File: src/rtl/counter_pkg.sv
// Shared constants and direction type for the prescaled counter and its segments.
package counter_pkg;
    localparam int DEF_WIDTH    = 16;
    localparam int DEF_PRE_BITS = 4;

    typedef enum logic {
        DIR_DOWN = 1'b0,
        DIR_UP   = 1'b1
    } dir_e;
endpackage

File: src/rtl/count_segment.sv
// One slice of the counter: steps when enabled and its carry-in is set, flags
// when the step it is about to take rolls the slice over.
module count_segment
    import counter_pkg::*;
#(
    parameter int W = 4
) (
    input  logic         clk,
    input  logic         clr,
    input  logic         en,
    input  logic         carryIn,
    input  dir_e         dir,
    input  logic         load,
    input  logic [W-1:0] loadVal,
    output logic [W-1:0] q,
    output logic         wrap
);
    assign wrap = carryIn && ((dir == DIR_UP) ? (&q) : (q == '0));

    always_ff @(posedge clk) begin
        if (clr)
            q <= '0;
        else if (load)
            q <= loadVal;
        else if (en && carryIn)
            q <= (dir == DIR_UP) ? q + 1'b1 : q - 1'b1;
    end
endmodule

File: src/rtl/sync_prescaled_counter.sv
// Up/down modulo-(MAX+1) counter built from a prescaler segment and a main
// segment on one clock, with registered terminal-count and prescaler-carry pulses.
module sync_prescaled_counter
    import counter_pkg::*;
#(
    parameter int WIDTH    = DEF_WIDTH,
    parameter int PRE_BITS = DEF_PRE_BITS
) (
    input  logic             CLK,
    input  logic             CLR,
    input  logic             EN,
    input  logic             UP,
    input  logic             LOAD,
    input  logic [WIDTH-1:0] LOAD_VAL,
    input  logic [WIDTH-1:0] MAX,
    output logic [WIDTH-1:0] Q,
    output logic             TC,
    output logic             PC
);
    localparam int MAIN_BITS = WIDTH - PRE_BITS;

    dir_e                 dir;
    logic                 preWrap;
    logic                 mainWrap;
    logic                 modWrap;
    logic                 segLoad;
    logic [WIDTH-1:0]     segLoadVal;
    logic [PRE_BITS-1:0]  preQ;
    logic [MAIN_BITS-1:0] mainQ;

    assign dir = UP ? DIR_UP : DIR_DOWN;

    // Main wrap means Q is all ones (up) or exactly zero (down); the up case is
    // already covered by Q >= MAX, the down case is the whole modulus test.
    assign modWrap    = (dir == DIR_UP) ? ((Q >= MAX) || mainWrap) : mainWrap;
    assign segLoad    = LOAD || (EN && modWrap);
    assign segLoadVal = LOAD ? LOAD_VAL : ((dir == DIR_UP) ? '0 : MAX);

    count_segment #(.W(PRE_BITS)) uPre (
        .clk     (CLK),
        .clr     (CLR),
        .en      (EN),
        .carryIn (1'b1),
        .dir     (dir),
        .load    (segLoad),
        .loadVal (segLoadVal[PRE_BITS-1:0]),
        .q       (preQ),
        .wrap    (preWrap)
    );

    count_segment #(.W(MAIN_BITS)) uMain (
        .clk     (CLK),
        .clr     (CLR),
        .en      (EN),
        .carryIn (preWrap),
        .dir     (dir),
        .load    (segLoad),
        .loadVal (segLoadVal[WIDTH-1:PRE_BITS]),
        .q       (mainQ),
        .wrap    (mainWrap)
    );

    assign Q = {mainQ, preQ};

    always_ff @(posedge CLK) begin
        if (CLR || LOAD || !EN) begin
            TC <= 1'b0;
            PC <= 1'b0;
        end else begin
            TC <= modWrap;
            PC <= modWrap || preWrap;
        end
    end
endmodule

File: config.mk
export PLATFORM = sky130hd
export DESIGN_NAME = sync_prescaled_counter
export DESIGN_NICKNAME = d
export VERILOG_FILES = /design/src/rtl/counter_pkg.sv /design/src/rtl/count_segment.sv /design/src/rtl/sync_prescaled_counter.sv
export SDC_FILE = /design/constraint.sdc
export NUM_CORES = 1
export LEC_CHECK = 0
export CAP_MARGIN = 25
export CORE_MARGIN = 1.5
export CORE_UTILIZATION = 40
export DETAILED_ROUTE_END_ITERATION = 8
export PLACE_DENSITY = 0.67
export SETUP_SLACK_MARGIN = 0.1
export SLEW_MARGIN = 20
export SYNTH_ARGS = -nofsm -noshare
export SYNTH_HDL_FRONTEND = slang
export SYNTH_SLANG_ARGS = --single-unit
File: constraint.sdc
create_clock -name CLK -period 5.93 [get_ports CLK]
set_input_delay 0.593 -clock CLK [delete_from_list [all_inputs] [get_ports CLK]]
set_output_delay 0.593 -clock CLK [all_outputs]
set_load 0.05 [all_outputs]
==> impl_results.md <==
* Share of Yosys cell area claimed by the top area cell type at around 17%
* Worst hold path type: reg2reg
* Vias per cell at between 5 and 6
* Crit path kind: in2reg
* Max-cap viol count at 0
* Worst setup path start: UP
* Adder-Cell Fraction of Synth Area at 18.0%
* Top cells by count, synth: 34 x a21oi_1, 28 x ha_1, 25 x nor2_1
* Initial antenna violation count at 0
* Sequential Power Share at between 20% and 30%
* GP Congestion at 0.845
* Critical Path AT at ~3.8 ns
* Clock skew at roughly 0.0085 ns
* Power, Total at 0.000588 W
* TritonCTS Buffers at 3
* CP endpoint: uMain.q[11]$_SDFFE_PP0P_
* Starting DRT DRC Count at between 100 and 150
* Grt ovf at 0
* Final ANT Viol Nets at 0
* Pin count of the biggest net entering global routing at 38
* Crit. End Element: flip-flop
* Post-synthesis sequential area ratio at around 17%
* Yosys top cell by area: dfxtp_1
* R2R depth at 9
* Post-CTS setup buffer count at 0
* NumNets Final at 399
* Clock latency on the worst-skew pair at roughly 0.26 ns
* Synth Warn # at 0
* CTS H-tree depth at 1
* Clk pwr share at between 10% and 20%
* Synth Flop Type: dfxtp_1
* Total GRT Usage at 21.0%
* Die Y at approximately 77 µm
* Number of global-route vias before repair at about 2100
* Slowest stage delay, CP at a little over 1 ns
* Rel. slew slack at 38.8%
* Die W at 76.6 µm
* Main combinational cell family by area after synthesis: compound AO/OA/AOI/OAI gates
* Mux share of post-synthesis cell area at 3.99%
* Final Max Slew Viols at 0
* Post-synthesis async set-or-reset flop share at 0%
* Fin area at about 2800 µm²
* Compound-cell area share of the yosys netlist at 28.0%
* Critical Path Source Type: input port
* Avg Cell Area, Syn at between 7 and 8 µm²
* WL/cell at 14.8 µm
* Critical path, cell by cell: clkdlybuf4s50_1, inv_2, ha_1, or2_2, a21oi_1, o31ai_1, o41ai_1, xnor2_1, a2bb2oi_1, o22ai_1
* FMAX at ~270 MHz
* Worst-path clk slew at approximately 0.08 ns
* Pwr per Cell Area at about 210 nW/µm²
* Run status: completed
* R2R Path End: uMain.q[2]$_SDFFE_PP0P_
* First-pass GRT wire length at 10.1 mm
* Final WL at 5.92 mm
* Final Util at a little over half
* Switching fraction of total power at between 40% and 50%
* First-pass DRT Iterations at 4
* RSZ-0062 raised after global routing: false
* Synth unique cells at 60
* Final hold vios at 0
* ANT cells at 0
* Area grow syn2layout at 29.3%
* Min Tclk post-route at between 3 and 4 ns
* Synth Instances at about 280
* Bufs on Longest Clock Path at 2
* Initial Utilization at a little over two fifths
* Worst path required time at 6.08 ns
* Reg2Reg Launch Point: uPre.q[0]$_SDFFE_PP0P_
* Synth area leaders: dfxtp_1 17%, ha_1 16%, a21oi_1 7.9%
* Internal at between 0.0003 and 0.0004 W
* I/O Buffers at 54
* Fillers at 514
* HPWL Detailed at approximately 4.4 mm
* Post-Synth XOR/XNOR Area at 4.85%
* Synth Area in Simple Gates at between 20% and 30%
* FF-to-FF setup slack at 2.76 ns
* TNS Setup at 0 ns
* I/O Pins at 55
* EDFF count, synth at 0
* Row count at 26
* Post-CTS Resized at 0
* Share of layout cells above drive strength 1 at 5.44%
* CTS tree: done
* Clock root buffer: clkbuf_8
* Syn nets at between 300 and 400
* Hold Buf Count CTS at 0
* Worst-margin pin slew at a little over 0.9 ns
* Placed instance area at ~2700 µm²
* Total number of vias at between 2000 and 2500
* Core ar. at slightly above 5000 µm²
* Combinational share of power at 54.4%
* Net Sw Power at roughly 0.00025 W
* Clk sinks at 18
* Fin crit share at 62.0%
* CP Max Fanout at 18
* Critical-path top delay cell: clkdlybuf4s50_1
* Die ar. at about 5900 µm²
* Post-synthesis register bit count at 18
* Peak supply drop at 0.120 mV
* Leakage power at 1.15 nW
* Setup Viol. Count Final at 0
* Worst hold slack at 0.575 ns
* Post-Syn Area at 2170 µm²
* # DRC at 0
* Cell with the most instances after synthesis: a21oi_1
routing by layer:
layer | vias up | GRT usage, % | part of all wire (%)
li1 | 1136 | - | -
met1 | 979 | 29.4 | 49
met2 | 65 | 33.8 | 44
met3 | 6 | 3.71 | 5.8
met4 | 0 | 4.44 | 1.0
met5 | - | 0 | 0
cells by family after synthesis:
kind of cell / after synthesis
xor gates and xnor gates: 12
AOI/OAI and AO/OA: 89
buffers and inverters: 34
DFF: 18
and+or+nand+nor: 94
muxes: 6
adders and majority gates: 30
layout by cell type (no fill, tap or decap), types with 2 or more instances in the layout:
cell type,n
a21oi_1,34
and2_1,4
a2bb2oi_1,2
nand3b_1,2
a211oi_2,2
nor2b_1,3
nor3b_1,2
ha_1,28
nand2b_1,3
nand3_1,8
dfxtp_1,18
xnor2_1,7
a21o_1,5
o21ai_0,11
clkbuf_8,4
a31oi_1,2
clkdlybuf4s50_1,54
nor4_1,3
inv_1,22
xor2_1,5
mux2_1,3
a211oi_1,7
o21a_1,5
nor2_1,25
fa_1,2
nand4_1,6
nand2_1,13
o211ai_1,2
nor3_1,18
mux2_4,2
through the flow:
stage / instances / worst slack [ns]
after floorplan: 283 / 2.85
after global placement: 397 / 2.03
after detailed placement: 397 / 1.98
after CTS: 401 / 2.23
after global routing: 401 / 2.00
final: 401 / 2.26
sequential cells by signal, summed over array words and instances, names as in the netlist:
name     flops
uMain.q     12
TC           1
PC           1
uPre.q       4
worst min-delay path by stage:
stage | startpoint | endpoint | slack [ns] | cells after the start
after floorplan | uMain.q[10]$_SDFFE_PP0P_ | uMain.q[10]$_SDFFE_PP0P_ | 0.71 | 2
after global placement | uMain.q[11]$_SDFFE_PP0P_ | uMain.q[11]$_SDFFE_PP0P_ | 0.55 | 2
after detailed placement | uMain.q[11]$_SDFFE_PP0P_ | uMain.q[11]$_SDFFE_PP0P_ | 0.56 | 2
after CTS | uMain.q[11]$_SDFFE_PP0P_ | uMain.q[11]$_SDFFE_PP0P_ | 0.57 | 2
after global routing | uMain.q[11]$_SDFFE_PP0P_ | uMain.q[11]$_SDFFE_PP0P_ | 0.61 | 2
final | uMain.q[11]$_SDFFE_PP0P_ | uMain.q[11]$_SDFFE_PP0P_ | 0.58 | 2
area by class of cell:
cell class                 instances  area, µm²  share of cell area, %
clock buffer                       4       55.1                   1.97
inverter                          23       86.3                   3.08
multi-input combinational        231       1660                   59.4
sequential                        18        360                   12.9
tap                               70       87.6                   3.13
timing repair buffer              55        548                   19.6
worst max-delay path, delay by kind of cell:
kind	cells	cell delay, ns
buffers and inverters	2	1.39
AO/OA/AOI/OAI	5	0.91
adder cells (fa/ha/maj)	1	0.45
AND/OR/NAND/NOR	1	0.29
XOR/XNOR	1	0.19
power by group through the flow:
stage / logic [W] / clock network (W) / registers, W
global placement: 0.000317 / 0 / 0.000164
finish: 0.000320 / 0.000107 / 0.000161
detailed placement: 0.000318 / 0 / 0.000163
floorplan: 0.000185 / 0 / 0.000203
CTS: 0.000320 / 0.000109 / 0.000161
global route: 0.000353 / 0.000114 / 0.000164
(Power assumes the default switching activity.)
